<file path="src/rtl/sha_host_bridge_if.sv">
// Signal bundle between the byte-serial host bus, the hash core and the bridge.
// The bridge uses the slave view; whoever drives the host and core side uses master.
`timescale 1ns/1ps

interface sha_host_bridge_if #(
    parameter int WORD_BYTES = 4,
    parameter int HASH_BYTES = 32,
    parameter int ADDR_W     = 5
);
    logic                    start;
    logic                    abort;
    logic [7:0]              host_data;
    logic                    host_rdy;
    logic                    host_rq;
    logic [7:0]              host_out;
    logic                    host_done;
    logic                    busy;
    logic                    err;
    logic                    core_start;
    logic                    core_rdy;
    logic [WORD_BYTES*8-1:0] core_data;
    logic                    core_rq;
    logic [ADDR_W-1:0]       core_addr;
    logic [HASH_BYTES*8-1:0] core_hash;
    logic                    core_done;

    modport slave (
        input  start, abort, host_data, host_rdy, core_rq, core_addr, core_hash, core_done,
        output host_rq, host_out, host_done, busy, err, core_start, core_rdy, core_data
    );

    modport master (
        output start, abort, host_data, host_rdy, core_rq, core_addr, core_hash, core_done,
        input  host_rq, host_out, host_done, busy, err, core_start, core_rdy, core_data
    );
endinterface

</file>
<file path="src/rtl/sha_host_bridge.sv">
// Byte-serial bridge: packs host bytes into words requested by a hash core,
// then streams the finished digest back to the host one byte per handshake.
`timescale 1ns/1ps

module sha_host_bridge #(
    parameter int WORD_BYTES     = 4,
    parameter int HASH_BYTES     = 32,
    parameter int OUT_BYTES      = 32,
    parameter int ADDR_W         = 5,
    parameter bit WORD_LSB_FIRST = 1'b0,
    parameter bit HASH_LSB_FIRST = 1'b0
) (
    input  logic              clk,
    input  logic              rst_n,
    sha_host_bridge_if.slave  bus
);

    localparam int MAX_BYTES = (WORD_BYTES > OUT_BYTES) ? WORD_BYTES : OUT_BYTES;
    localparam int IDX_W     = $clog2(MAX_BYTES + 1);
    localparam int LANE_W    = IDX_W + 3;
    localparam int HASH_W    = HASH_BYTES * 8;
    localparam int HSEL_W    = $clog2(HASH_W) + 1;

    if (WORD_BYTES < 1 || WORD_BYTES > 8) begin : g_bad_word_bytes
        $error("sha_host_bridge: WORD_BYTES must be in 1..8");
    end
    if (OUT_BYTES < 1 || OUT_BYTES > HASH_BYTES) begin : g_bad_out_bytes
        $error("sha_host_bridge: OUT_BYTES must be in 1..HASH_BYTES");
    end

    typedef enum logic [1:0] {S_IDLE, S_WAIT, S_FETCH, S_OUT} state_t;

    state_t                  state_q;
    logic [IDX_W-1:0]        idx_q;
    logic                    hostRq_q;
    logic                    hostDone_q;
    logic                    busy_q;
    logic                    err_q;
    logic                    coreStart_q;
    logic                    coreRdy_q;
    logic [WORD_BYTES*8-1:0] coreData_q;
    logic [HASH_W-1:0]       hash_q;
    logic                    coreRqPrev_q;

    logic                      coreRise;
    logic                      hostAck;
    logic [LANE_W-1:0]         laneBit;
    logic [HSEL_W-1:0]         hashBit;
    logic [7:0]                hashByte;
    logic [ADDR_W+IDX_W-1:0]   statusWord;

    assign coreRise   = bus.core_rq & ~coreRqPrev_q;
    assign hostAck    = hostRq_q & bus.host_rdy;
    assign statusWord = {bus.core_addr, idx_q};

    // Byte index to bit offset; only meaningful while idx_q is below the word/digest size.
    always_comb begin
        laneBit  = WORD_LSB_FIRST ? (LANE_W'(idx_q) << 3)
                                  : ((LANE_W'(WORD_BYTES - 1) - LANE_W'(idx_q)) << 3);
        hashBit  = HASH_LSB_FIRST ? (HSEL_W'(idx_q) << 3)
                                  : ((HSEL_W'(HASH_BYTES - 1) - HSEL_W'(idx_q)) << 3);
        hashByte = 8'(hash_q >> hashBit);
    end

    assign bus.host_out   = (state_q == S_OUT) ? hashByte : 8'(statusWord);
    assign bus.host_rq    = hostRq_q;
    assign bus.host_done  = hostDone_q;
    assign bus.busy       = busy_q;
    assign bus.err        = err_q;
    assign bus.core_start = coreStart_q;
    assign bus.core_rdy   = coreRdy_q;
    assign bus.core_data  = coreData_q;

    // Priority: abort, then core_done (abandons any partial word), then per-state handshake.
    always_ff @(posedge clk or negedge rst_n) begin
        if (!rst_n) begin
            state_q      <= S_IDLE;
            idx_q        <= '0;
            hostRq_q     <= 1'b0;
            hostDone_q   <= 1'b0;
            busy_q       <= 1'b0;
            err_q        <= 1'b0;
            coreStart_q  <= 1'b0;
            coreRdy_q    <= 1'b0;
            coreData_q   <= '0;
            hash_q       <= '0;
            coreRqPrev_q <= 1'b0;
        end else begin
            coreRqPrev_q <= bus.core_rq;
            coreStart_q  <= 1'b0;
            coreRdy_q    <= 1'b0;
            if (bus.abort) begin
                state_q    <= S_IDLE;
                busy_q     <= 1'b0;
                hostRq_q   <= 1'b0;
                hostDone_q <= 1'b0;
                idx_q      <= '0;
            end else if (bus.core_done && (state_q == S_WAIT || state_q == S_FETCH)) begin
                hash_q     <= bus.core_hash;
                hostRq_q   <= 1'b0;
                hostDone_q <= 1'b1;
                idx_q      <= '0;
                state_q    <= S_OUT;
            end else begin
                unique case (state_q)
                    S_IDLE: begin
                        if (bus.start) begin
                            coreStart_q <= 1'b1;
                            err_q       <= 1'b0;
                            busy_q      <= 1'b1;
                            state_q     <= S_WAIT;
                        end
                    end
                    S_WAIT: begin
                        if (coreRise) begin
                            idx_q   <= '0;
                            state_q <= S_FETCH;
                        end
                    end
                    S_FETCH: begin
                        // A new request before the current word is delivered is an overrun; it is dropped.
                        if (coreRise) begin
                            err_q <= 1'b1;
                        end
                        if (idx_q == IDX_W'(WORD_BYTES)) begin
                            coreRdy_q <= 1'b1;
                            idx_q     <= '0;
                            state_q   <= S_WAIT;
                        end else if (hostAck) begin
                            coreData_q[laneBit +: 8] <= bus.host_data;
                            hostRq_q                 <= 1'b0;
                            idx_q                    <= idx_q + 1'b1;
                        end else if (!hostRq_q) begin
                            hostRq_q <= 1'b1;
                        end
                    end
                    S_OUT: begin
                        if (idx_q == IDX_W'(OUT_BYTES)) begin
                            hostDone_q <= 1'b0;
                            busy_q     <= 1'b0;
                            idx_q      <= '0;
                            state_q    <= S_IDLE;
                        end else if (hostAck) begin
                            hostRq_q <= 1'b0;
                            idx_q    <= idx_q + 1'b1;
                        end else if (!hostRq_q) begin
                            hostRq_q <= 1'b1;
                        end
                    end
                    default: state_q <= S_IDLE;
                endcase
            end
        end
    end

endmodule

</file>
<file path="src/flat_wrapper.sv">
// flat-port wrapper written by rule: the top's interface ports become plain ports
module sha_host_bridge_flat 
#(
    parameter int WORD_BYTES     = 4,
    parameter int HASH_BYTES     = 32,
    parameter int OUT_BYTES      = 32,
    parameter int ADDR_W         = 5,
    parameter bit WORD_LSB_FIRST = 1'b0,
    parameter bit HASH_LSB_FIRST = 1'b0
)
  (clk, rst_n, bus_start, bus_abort, bus_host_data, bus_host_rdy, bus_core_rq, bus_core_addr, bus_core_hash, bus_core_done, bus_host_rq, bus_host_out, bus_host_done, bus_busy, bus_err, bus_core_start, bus_core_rdy, bus_core_data);
  sha_host_bridge_if #(.WORD_BYTES(WORD_BYTES), .HASH_BYTES(HASH_BYTES), .ADDR_W(ADDR_W)) bus_i ();
  input  logic clk;
  input  logic rst_n;
  input wire logic [$bits(bus_i.start)-1:0] bus_start;
  input wire logic [$bits(bus_i.abort)-1:0] bus_abort;
  input wire logic [$bits(bus_i.host_data)-1:0] bus_host_data;
  input wire logic [$bits(bus_i.host_rdy)-1:0] bus_host_rdy;
  input wire logic [$bits(bus_i.core_rq)-1:0] bus_core_rq;
  input wire logic [$bits(bus_i.core_addr)-1:0] bus_core_addr;
  input wire logic [$bits(bus_i.core_hash)-1:0] bus_core_hash;
  input wire logic [$bits(bus_i.core_done)-1:0] bus_core_done;
  output wire logic [$bits(bus_i.host_rq)-1:0] bus_host_rq;
  output wire logic [$bits(bus_i.host_out)-1:0] bus_host_out;
  output wire logic [$bits(bus_i.host_done)-1:0] bus_host_done;
  output wire logic [$bits(bus_i.busy)-1:0] bus_busy;
  output wire logic [$bits(bus_i.err)-1:0] bus_err;
  output wire logic [$bits(bus_i.core_start)-1:0] bus_core_start;
  output wire logic [$bits(bus_i.core_rdy)-1:0] bus_core_rdy;
  output wire logic [$bits(bus_i.core_data)-1:0] bus_core_data;
  assign bus_i.start = bus_start;
  assign bus_i.abort = bus_abort;
  assign bus_i.host_data = bus_host_data;
  assign bus_i.host_rdy = bus_host_rdy;
  assign bus_i.core_rq = bus_core_rq;
  assign bus_i.core_addr = bus_core_addr;
  assign bus_i.core_hash = bus_core_hash;
  assign bus_i.core_done = bus_core_done;
  assign bus_host_rq = bus_i.host_rq;
  assign bus_host_out = bus_i.host_out;
  assign bus_host_done = bus_i.host_done;
  assign bus_busy = bus_i.busy;
  assign bus_err = bus_i.err;
  assign bus_core_start = bus_i.core_start;
  assign bus_core_rdy = bus_i.core_rdy;
  assign bus_core_data = bus_i.core_data;
  sha_host_bridge #(.WORD_BYTES(WORD_BYTES), .HASH_BYTES(HASH_BYTES), .OUT_BYTES(OUT_BYTES), .ADDR_W(ADDR_W), .WORD_LSB_FIRST(WORD_LSB_FIRST), .HASH_LSB_FIRST(HASH_LSB_FIRST)) u_core (.clk(clk), .rst_n(rst_n), .bus(bus_i));
endmodule
</file>
<file path="config.mk">
export PLATFORM = sky130hd
export DESIGN_NAME = sha_host_bridge_flat
export DESIGN_NICKNAME = d
export VERILOG_FILES = /design/src/rtl/sha_host_bridge_if.sv /design/src/rtl/sha_host_bridge.sv /design/src/flat_wrapper.sv
export SDC_FILE = /design/constraint.sdc
export NUM_CORES = 1
export LEC_CHECK = 0
export CORE_MARGIN = 2
export CORE_UTILIZATION = 60
export CTS_CLUSTER_DIAMETER = 200
export DETAILED_ROUTE_END_ITERATION = 8
export DONT_BUFFER_PORTS = 1
export GPL_ROUTABILITY_DRIVEN = 0
export PLACE_DENSITY_LB_ADDON = 0.25
export SETUP_SLACK_MARGIN = 0.2
export SYNTH_ARGS = -nofsm -noshare
export SYNTH_HDL_FRONTEND = slang
export SYNTH_SLANG_ARGS = --single-unit
export TNS_END_PERCENT = 50
</file>
<file path="constraint.sdc">
create_clock -name clk -period 3.8 [get_ports clk]
set_input_delay 0.57 -clock clk [delete_from_list [all_inputs] [get_ports clk]]
set_output_delay 0.57 -clock clk [all_outputs]
set_load 0.02 [all_outputs]
</file>
==> qor.txt, run 1 <==
==========================================================================================
P_int                                                                            0.00888 W
Required time worst endpoint                                                       3.23 ns
Startpoint of the worst-slack reg-to-reg timing path                          u_core.idx_q[3]
CTS H-Tree Depth                                                                         1
Critical Path Fanout Max                                                                10
Largest net degree at the start of global routing                                      304
Logic pwr share                                                                      30.4%
Unrepaired setup endpoints after global routing                                      false
Crit path kind                                                                     reg2out
Crit-path max cell delay                                                           0.57 ns
Post-synth net total                                                                 1,195
Leading cell type in the layout, fill and taps excluded                            dfrtp_1
Count of nets left with antenna violations after detail routing                          0
Synthesized cell area                                                           13,900 µm²
Clock sink total                                                                       303
Clock period minus final worst setup slack                                         3.44 ns
Outcome                                                                       finished with violations
Aggregate routed wire length                                                       32.3 mm
Fmax                                                                               291 MHz
Total I/O pin count                                                                    322
Post-synth top flop                                                                dfrtp_1
Cell count after synthesis                                                             906
Synth cell types                                                                        54
Proportion of layout cells with a drive suffix above 1                               45.3%
Family with the most delay on the worst path                                  multiplexers
Latest clock arrival within the worst-skew pair                                    0.56 ns
Total power per unit cell area                                                  807 nW/µm²
Routed via count divided by cell count                                                6.36
Port Buffers                                                                             0
Switching fraction of total power                                                    28.3%
Final-report setup violation count                                                       0
Worst Reg-to-Reg Cells                                                                   7
Arrival time of data at the critical path endpoint                                 2.87 ns
Mean post-synth cell area                                                         15.4 µm²
Slew at the pin closest to its max-slew limit                                     0.719 ns
Static Leak                                                                        6.67 nW
Crit. End Element                                                              output port
Final-stage net count                                                                1,201
Yosys reg bits                                                                         303
First DRT Iteration DRCs                                                               432
Reg power frac                                                                       45.1%
Wire length of the first global-routing pass                                       49.1 mm
Number of remaining DRC errors                                                           0
Vias                                                                                 7,847
Post-Route Setup TNS                                                                  0 ns
Leftover overflow at the end of global routing                                           0
TritonCTS clock tree                                                                   yes
Full die area                                                                   24,400 µm²
GRT Total Usage                                                                      26.4%
Post-DR wirelength/cell                                                            26.2 µm
CP bufs+invs                                                                             1
Resize count post-CTS                                                                    0
Failing checks                                                                 hold timing
Count of flip-flops with a built-in enable after synthesis                               0
Row Count                                                                               55
Highest-count cells in the layout ignoring fill and taps                      301 x dfrtp_1, 282 x mux2_2, 56 x mux4_2
Sequence of cells on the critical path                                        buf_4 -> mux4_1 -> mux4_2 -> nor2b_1 -> o21ai_1 -> nand2_1
Maximum resistive drop on vdd                                                   0.000531 V
Post-DP HPWL                                                                       23.3 mm
Worst hold-check path type                                                        in2async
Switch Pwr                                                                       0.00351 W
Area growth from synthesis to layout                                                 10.2%
Number of buffers created by CTS                                                        31
Syn. warnings                                                                            0
Fin crit share                                                                       90.5%
Core area                                                                       22,700 µm²
Kind of start point of the critical path                                          register
Clock tree skew after final layout                                              0.00909 ns
X dimension of the die                                                              156 µm
Clock tree buffer depth                                                                  3
Final Hold Slack                                                                 -0.281 ns
Proportion of synthesized flip-flops having asynchronous set or reset                 100%
Setup slack, reg-to-reg                                                            0.93 ns
Vertical extent of the die                                                          156 µm
Clock edge transition at the registers on the reported setup and hold paths        0.06 ns
Starting utilization of the core area                                                61.3%
Final Hold Fails                                                                       303
First-pass iteration count of the detailed router                                        6
Final max-slew violation count                                                           0
Proportion of synthesized chip area in sequential cells                              54.4%
Number of global-route vias before repair                                            8,592
Antenna violations before repair                                                        20
Crit-path slowest cell                                                              mux4_1
Cell at the root of the clock tree                                               clkbuf_16
Max-Cap Viols                                                                            0
Clock Power Share                                                                    24.5%
Reg-to-reg endpoint                                                           u_core.bus.core_data[20]
Worst relative slew slack                                                            52.1%
==========================================================================================
[final cells by class]
class                      instances  area (µm²)
multi-input combinational        530        5980
clock inverter                     8         121
sequential                       303        7590
tap                              285         357
inverter                          18        67.6
clock buffer                      46         902
timing repair buffer              28         305
fill                            1552        7350
antenna                           15        37.5
[metrics by stage]
stage / setup WS (ns) / power (W) / utilization, % / instance area [µm²] / std cells
final: 0.361 / 0.0124 / 67.6 / 15400 / 1233
after global routing: 0.303 / 0.0130 / 67.5 / 15300 / 1226
after CTS: 0.253 / 0.0124 / 67.3 / 15300 / 1212
after detailed placement: 0.676 / 0.00937 / 62.7 / 14200 / 1157
after global placement: 0.680 / 0.00906 / 62.7 / 14200 / 1157
after floorplan: 1.26 / 0.00840 / - / 13900 / 906
[synthesized netlist by cell type (2+ instances only)]
cell type | number | share of area, %
a31oi_1 | 3 | 0.13
nand2b_1 | 4 | 0.18
nand3_1 | 2 | 0.072
and2_1 | 5 | 0.22
nor3_1 | 6 | 0.22
mux4_1 | 10 | 1.9
nor2b_1 | 3 | 0.13
buf_12 | 2 | 0.29
a211oi_1 | 4 | 0.22
o221ai_1 | 6 | 0.38
xor2_1 | 2 | 0.13
and3_1 | 3 | 0.13
a22o_1 | 3 | 0.19
mux4_2 | 56 | 9.1
buf_4 | 5 | 0.27
clkinv_1 | 2 | 0.054
o21ai_0 | 13 | 0.47
dfrtp_1 | 303 | 54
clkbuf_1 | 18 | 0.49
buf_6 | 2 | 0.16
o211ai_1 | 3 | 0.16
a21oi_1 | 7 | 0.25
inv_1 | 15 | 0.40
o22ai_1 | 10 | 0.45
o311a_1 | 2 | 0.14
buf_2 | 28 | 1.0
ha_1 | 13 | 1.2
mux2_2 | 282 | 23
mux2i_1 | 16 | 1.1
or3_1 | 2 | 0.090
a22oi_1 | 2 | 0.11
nor2_1 | 15 | 0.40
nand2_1 | 31 | 0.84
xnor2_1 | 7 | 0.44
a32o_1 | 2 | 0.14
[power by group through the flow]
stage	clock network (W)	registers, W	logic, W
after CTS	0.00308	0.00558	0.00378
after global routing	0.00322	0.00575	0.00407
after floorplan	0	0.00528	0.00312
after global placement	0	0.00551	0.00356
after detailed placement	0	0.00564	0.00373
final	0.00303	0.00559	0.00377
[registers in the layout, summed over array words and instances (netlist names)]
register               count
u_core.state_q             2
u_core.bus.err             1
u_core.bus.busy            1
u_core.bus.core_start      1
u_core.coreRqPrev_q        1
u_core.bus.host_rq         1
u_core.bus.core_data      32
u_core.bus.host_done       1
u_core.bus.core_rdy        1
u_core.hash_q            256
u_core.idx_q               6
[layer usage]
metal,track usage (%),up-vias,routed length (µm)
li1,-,3405,-
met1,31.6,4062,11900
met2,45.3,304,16600
met3,8.34,66,2720
met4,9.35,10,1030
met5,0,-,63
[repair_timing]
action | 4_1_cts | 5_1_grt
setup buffers | 1 | 6
endpoints found under the hold margin | 303 | 303
endpoints found under the setup margin | 6 | 4
[cell families after synthesis]
kind of cell	count (synthesis)	share of synthesized area (%)
simple gates	82	3.19
buf+inv	73	2.69
fa+ha+maj	13	1.17
xor+xnor	9	0.566
mux	364	34.9
flops	303	54.4
compound gates	62	3.05
[worst max-delay path by stage]
stage	from	slack, ns	cells after the start	to
after global placement	u_core.idx_q[0]	0.68	7	bus_host_out[2]
after global routing	u_core.idx_q[0]	0.30	6	bus_host_out[0]
final	u_core.idx_q[0]	0.36	6	bus_host_out[4]
after detailed placement	u_core.idx_q[0]	0.68	6	bus_host_out[0]
after CTS	u_core.idx_q[0]	0.25	6	bus_host_out[0]
after floorplan	u_core.idx_q[2]	1.26	8	u_core.bus.core_data[16]
(Power assumes the default switching activity.)
==> inputs of run 2 (changes only) <==
--- a/config.mk
+++ b/config.mk
@@ -5,7 +5,6 @@
 export SDC_FILE = /design/constraint.sdc
 export NUM_CORES = 1
 export LEC_CHECK = 0
-export CORE_MARGIN = 2
 export CORE_UTILIZATION = 60
 export CTS_CLUSTER_DIAMETER = 200
 export DETAILED_ROUTE_END_ITERATION = 8
==> run 2 against run 1 <==
The run still ends with hold timing left; non-clock buffer count fell by 5; final cell count fell by 0.73%; highest routed layer unchanged; critical endpoint is now bus_host_out[1]; clock-buffer cell count fell by 7; total power fell by 0.44%.
==> qor.txt, run 2 (synthesized netlist as in run 1, its figures left out) <==
==========================================================================================
Starting utilization of the core area                                                61.3%
Startpoint of the worst-slack reg-to-reg timing path                          u_core.idx_q[0]
Fmax                                                                               293 MHz
X dimension of the die                                                              154 µm
Switching fraction of total power                                                    28.5%
Largest net degree at the start of global routing                                      304
Latest clock arrival within the worst-skew pair                                    0.56 ns
Worst Reg-to-Reg Cells                                                                   9
Unrepaired setup endpoints after global routing                                      false
Total power per unit cell area                                                  806 nW/µm²
Clock tree skew after final layout                                               0.0106 ns
Sequential cell area in the final layout                                          7590 µm²
Crit. End Element                                                              output port
Area of the multi-input gates                                                     5980 µm²
Worst relative slew slack                                                            48.4%
Outcome                                                                       finished with violations
Post-DR wirelength/cell                                                            25.8 µm
Required time worst endpoint                                                       3.23 ns
Reg power frac                                                                       45.1%
Total I/O pin count                                                                    322
Clock edge transition at the registers on the reported setup and hold paths        0.06 ns
Clock sink total                                                                       303
Failing checks                                                                 hold timing
Post-Route Setup TNS                                                                  0 ns
Top register by number of flip-flops                                          u_core.hash_q
Capture point of the critical path                                            bus_host_out[1]
Worst hold-check path type                                                        in2async
Core utilization of the finished layout                                              67.4%
Routed via count divided by cell count                                                6.35
Maximum resistive drop on vdd                                                   0.000483 V
Area growth from synthesis to layout                                                 9.95%
Clock tree buffer depth                                                                  3
Number of buffers created by CTS                                                        31
Switch Pwr                                                                       0.00352 W
Post-DP HPWL                                                                       22.5 mm
Leftover overflow at the end of global routing                                           0
Fin crit share                                                                       89.9%
Cell at the root of the clock tree                                               clkbuf_16
Final Hold Fails                                                                       303
First DRT Iteration DRCs                                                               459
First-pass iteration count of the detailed router                                        4
Aggregate routed wire length                                                       31.6 mm
Max-Cap Viols                                                                            0
Slew at the pin closest to its max-slew limit                                     0.766 ns
Static Leak                                                                        6.67 nW
Number of global-route vias before repair                                            8,488
Core area                                                                       22,700 µm²
Crit path kind                                                                     reg2out
Count of nets left with antenna violations after detail routing                          0
Resize count post-CTS                                                                    0
Port Buffers                                                                             0
Vias                                                                                 7,778
Critical Path Source                                                          u_core.idx_q[0]
Final-stage net count                                                                1,196
Critical Path Fanout Max                                                                31
Final Hold Slack                                                                 -0.283 ns
Antenna violations before repair                                                        10
Leading cell type in the layout, fill and taps excluded                            dfrtp_1
Highest-count cells in the layout ignoring fill and taps                      301 x dfrtp_1, 282 x mux2_2, 56 x mux4_2
TritonCTS clock tree                                                                   yes
Number of remaining DRC errors                                                           0
Arrival time of data at the critical path endpoint                                 2.85 ns
GRT Total Usage                                                                      26.8%
Final max-slew violation count                                                           0
Proportion of layout cells with a drive suffix above 1                               46.1%
P_int                                                                            0.00882 W
Wire length of the first global-routing pass                                       48.4 mm
CTS H-Tree Depth                                                                         1
Clock Power Share                                                                    24.5%
Reg-to-reg endpoint                                                           u_core.idx_q[1]
Full die area                                                                   23,800 µm²
Vertical extent of the die                                                          154 µm
Clock period minus final worst setup slack                                         3.42 ns
Setup slack, reg-to-reg                                                            0.97 ns
Kind of start point of the critical path                                          register
Final-report setup violation count                                                       0
Row Count                                                                               55
Logic pwr share                                                                      30.4%
Layout filler cell count                                                             1,562
Number of flip-flops in the largest register                                           256
==========================================================================================
[run 2: changes by cell type in the layout (fill, tap and decap cells not counted), sizes merged]
cell / previous run / this run
buf: 28 / 23
diode: 15 / 7
clkinv: 5 / 16
clkinvlp: 1 / 2
clkbuf: 46 / 39
bufinv: 3 / 2
[run 2: power groups by stage]
stage	combinational, W	clock (W)	sequential (W)
2_1_floorplan	0.00312	0	0.00528
3_3_place_gp	0.00353	0	0.00551
3_5_place_dp	0.00370	0	0.00563
4_1_cts	0.00379	0.00308	0.00555
5_1_grt	0.00404	0.00318	0.00573
6_report	0.00375	0.00302	0.00557
[run 2: layout make-up]
class	instances	share of cell area (%)
timing repair buffer	23	1.75
inverter	18	0.441
multi-input combinational	530	39.0
antenna	7	0.114
clock inverter	19	1.00
tap	285	2.33
clock buffer	39	5.78
sequential	303	49.5
[run 2: worst min-delay path by stage]
stage,slack (ns),endpoint,cells past startpoint
6_report,-0.28,u_core.hash_q[77],0
4_1_cts,-0.30,u_core.hash_q[27],0
3_5_place_dp,0.29,u_core.hash_q[95],0
2_1_floorplan,0.27,u_core.bus.busy,0
3_3_place_gp,0.29,u_core.hash_q[95],0
5_1_grt,-0.30,u_core.hash_q[87],0
[run 2: critical path: stages (launching register included)]
cell and delay [ns]:
dfrtp_4 0.50, buf_12 0.28, mux4_2 0.59, o22ai_1 0.18, o21ai_0 0.27, a22o_1 0.28, buf_4 0.16
[run 2: repair_timing]
item | 4_1_cts | 5_1_grt
setup endpoints to repair | 8 | 0
setup buffers | 4 | 0
hold endpoints to repair | 303 | 303
[run 2: stage by stage]
| step | worst slack (ns) | hold WS (ns) | power, W | instance area, µm² | std cells |
|---|---|---|---|---|---|
| after detailed placement | 0.619 | 0.286 | 0.00933 | 14200 | 1155 |
| final | 0.384 | -0.283 | 0.0123 | 15300 | 1224 |
| after global placement | 0.601 | 0.286 | 0.00904 | 14200 | 1155 |
| after CTS | 0.397 | -0.304 | 0.0124 | 15300 | 1217 |
| after global routing | 0.305 | -0.303 | 0.0130 | 15300 | 1220 |
| after floorplan | 1.26 | 0.274 | 0.00840 | 13900 | 906 |
[run 2: metal layers]
metal | vias up | GRT usage (%) | wire length [µm]
li1 | 3390 | - | -
met1 | 4053 | 32.5 | 12100
met2 | 275 | 47.5 | 16500
met3 | 52 | 7.40 | 2300
met4 | 8 | 6.69 | 616
met5 | - | 0 | 54
==> inputs of run 3 (changes only) <==
--- a/config.mk
+++ b/config.mk
@@ -5,7 +5,7 @@
 export SDC_FILE = /design/constraint.sdc
 export NUM_CORES = 1
 export LEC_CHECK = 0
-export CORE_UTILIZATION = 60
+export CORE_UTILIZATION = 45
 export CTS_CLUSTER_DIAMETER = 200
 export DETAILED_ROUTE_END_ITERATION = 8
 export DONT_BUFFER_PORTS = 1
==> run 3 against run 2 <==
The run still ends with hold timing left; total power rose by 1.7%; hold slack improved by 0.049 ns; global-route usage fell by 5.9 points; utilization fell by 16 points; flip-flop and latch count did not move; combinational power barely moved; clock-buffer cell count rose by 13; die area rose by 33%; sequential power barely moved; sequential share of layout area fell by 0.98 points; worst setup slack improved by 0.014 ns; clock skew fell by 0.0017 ns; largest cell class unchanged.
==> qor.txt, run 3 (synthesized netlist as in run 1, its figures left out) <==
==========================================================================================
Highest-count cells in the layout ignoring fill and taps                      301 x dfrtp_1, 282 x mux2_2, 56 x mux4_2
Resize count post-CTS                                                                    0
Final Hold Fails                                                                       303
Starting utilization of the core area                                                45.7%
Static Leak                                                                        6.74 nW
Full die area                                                                   31,700 µm²
Latest clock arrival within the worst-skew pair                                    0.50 ns
X dimension of the die                                                              178 µm
Crit. End Element                                                              output port
Worst relative slew slack                                                            42.8%
Final setup margin                                                                0.398 ns
Slew at the pin closest to its max-slew limit                                     0.850 ns
Number of remaining DRC errors                                                           0
Final Hold Slack                                                                 -0.235 ns
Crit-path max cell delay                                                           0.56 ns
Failing checks                                                                 hold timing
Number of standard cells in the final layout excluding fillers                       1,348
Post-Place Setup Slack                                                            0.566 ns
First DRT Iteration DRCs                                                               353
Aggregate routed wire length                                                       32.9 mm
Final-stage net count                                                                1,210
CTS H-Tree Depth                                                                         2
Clock edge transition at the registers on the reported setup and hold paths        0.06 ns
Sequence of cells on the critical path                                        buf_12 -> mux4_2 -> o221ai_1 -> o21ai_0 -> nand2_1 -> o21ai_0 -> buf_4
Worst hold-check path type                                                        in2async
Number of global-route vias before repair                                            8,073
Number of flip-flops in the largest register                                           256
Core utilization of the finished layout                                              51.2%
Total I/O pin count                                                                    322
Arrival time of data at the critical path endpoint                                 2.83 ns
Fmax                                                                               294 MHz
Routed via count divided by cell count                                                5.75
Layout filler cell count                                                             2,611
Clock period minus final worst setup slack                                         3.40 ns
Kind of start point of the critical path                                          register
Crit-path slowest cell                                                             dfrtp_4
Maximum resistive drop on vdd                                                   0.000530 V
Fin crit share                                                                       89.5%
Total power per unit cell area                                                  803 nW/µm²
Area of the multi-input gates                                                     5980 µm²
Clock tree buffer depth                                                                  3
Cell at the root of the clock tree                                               clkbuf_16
Final-report setup violation count                                                       0
Wire length of the first global-routing pass                                       49.0 mm
Post-DR wirelength/cell                                                            24.4 µm
Area growth from synthesis to layout                                                 12.2%
TritonCTS clock tree                                                                   yes
Port Buffers                                                                             0
Count of nets left with antenna violations after detail routing                          0
Top cell by count, worst path                                                      o21ai_0
Clock tree skew after final layout                                              0.00892 ns
Antenna violations before repair                                                        17
Max-Cap Viols                                                                            0
Post-Route Setup TNS                                                                  0 ns
Critical Path Fanout Max                                                                19
Outcome                                                                       finished with violations
Core area                                                                       30,500 µm²
Largest net degree at the start of global routing                                      304
Vertical extent of the die                                                          178 µm
Required time worst endpoint                                                       3.23 ns
Number of buffers created by CTS                                                        35
Leftover overflow at the end of global routing                                           0
Post-DP HPWL                                                                       23.2 mm
Vias                                                                                 7,757
Cell count after placement                                                           1,270
Proportion of layout cells with a drive suffix above 1                               46.3%
Leading cell type in the layout, fill and taps excluded                            dfrtp_1
Top register by number of flip-flops                                          u_core.hash_q
GRT Total Usage                                                                      20.9%
Clock sink total                                                                       303
Final max-slew violation count                                                           0
Row Count                                                                               64
Crit path kind                                                                     reg2out
First-pass iteration count of the detailed router                                        4
Unrepaired setup endpoints after global routing                                      false
Sequential cell area in the final layout                                          7590 µm²
==========================================================================================
[run 3: cell count changes in the layout (fill, tap and decap cells not counted), moves of 2 or more]
cell and change:
clkinv_2 -11, buf_4 +10, clkbuf_16 +6, clkbuf_1 +4, clkbuf_8 +3, bufinv_16 -2, diode_2 +2
[run 3: timing repair]
action,4_1_cts,5_1_grt
hold endpoints to repair,303,303
buffers inserted,1,9
setup endpoints to repair,8,3
[run 3: final timing paths]
kind                                    start                        to  slack [ns]  cells after the start
max in group asynchronous               rst_n        u_core.hash_q[109]        3.41                      0
setup / recovery              u_core.idx_q[0]           bus_host_out[2]        0.40                      7
hold reg to reg            u_core.hash_q[115]        u_core.hash_q[115]        0.50                      1
hold / removal                          rst_n  u_core.bus.core_data[25]       -0.23                      0
setup reg to reg              u_core.idx_q[1]           u_core.idx_q[2]        0.95                      8
min in group clk                  bus_core_rq       u_core.coreRqPrev_q        0.10                      0
[run 3: cell type report]
cell class,count,area share [%]
timing repair buffer,33,2.15
tap,396,3.17
antenna,9,0.144
clock buffer,52,6.99
sequential,303,48.6
inverter,18,0.432
clock inverter,7,0.296
multi-input combinational,530,38.3
[run 3: routing by layer]
| metal | up-vias | track usage [%] | wire [µm] |
|---|---|---|---|
| met1 | 3993 | 26.1 | 13000 |
| met2 | 270 | 34.2 | 16400 |
| met5 | - | 0 | 104 |
| met3 | 65 | 7.31 | 2850 |
| li1 | 3413 | - | - |
| met4 | 16 | 5.52 | 571 |
[run 3: critical path, delay by kind of cell (launching register included)]
| family | cells | cell delay [ns] |
|---|---|---|
| AO/OA/AOI/OAI | 3 | 0.62 |
| buffers and inverters | 2 | 0.45 |
| flip-flops | 1 | 0.56 |
| multiplexers | 1 | 0.54 |
| AND/OR/NAND/NOR | 1 | 0.14 |
[run 3: metrics by stage]
step                power, W  cell area (µm²)
detailed placement   0.00931            14400
global route          0.0133            15600
finish                0.0125            15600
global placement     0.00916            14400
floorplan            0.00840            13900
CTS                   0.0127            15500
[run 3: report_power, final]
| part | switching, W | leakage, nW | internal (W) | total (W) |
|---|---|---|---|---|
| Combinational | 0.00138 | 2.53 | 0.00234 | 0.00372 |
| Clock | 0.00130 | 0.556 | 0.00198 | 0.00328 |
| Sequential | 0.000820 | 3.65 | 0.00472 | 0.00554 |
| Total | 0.00351 | 6.74 | 0.00904 | 0.0125 |
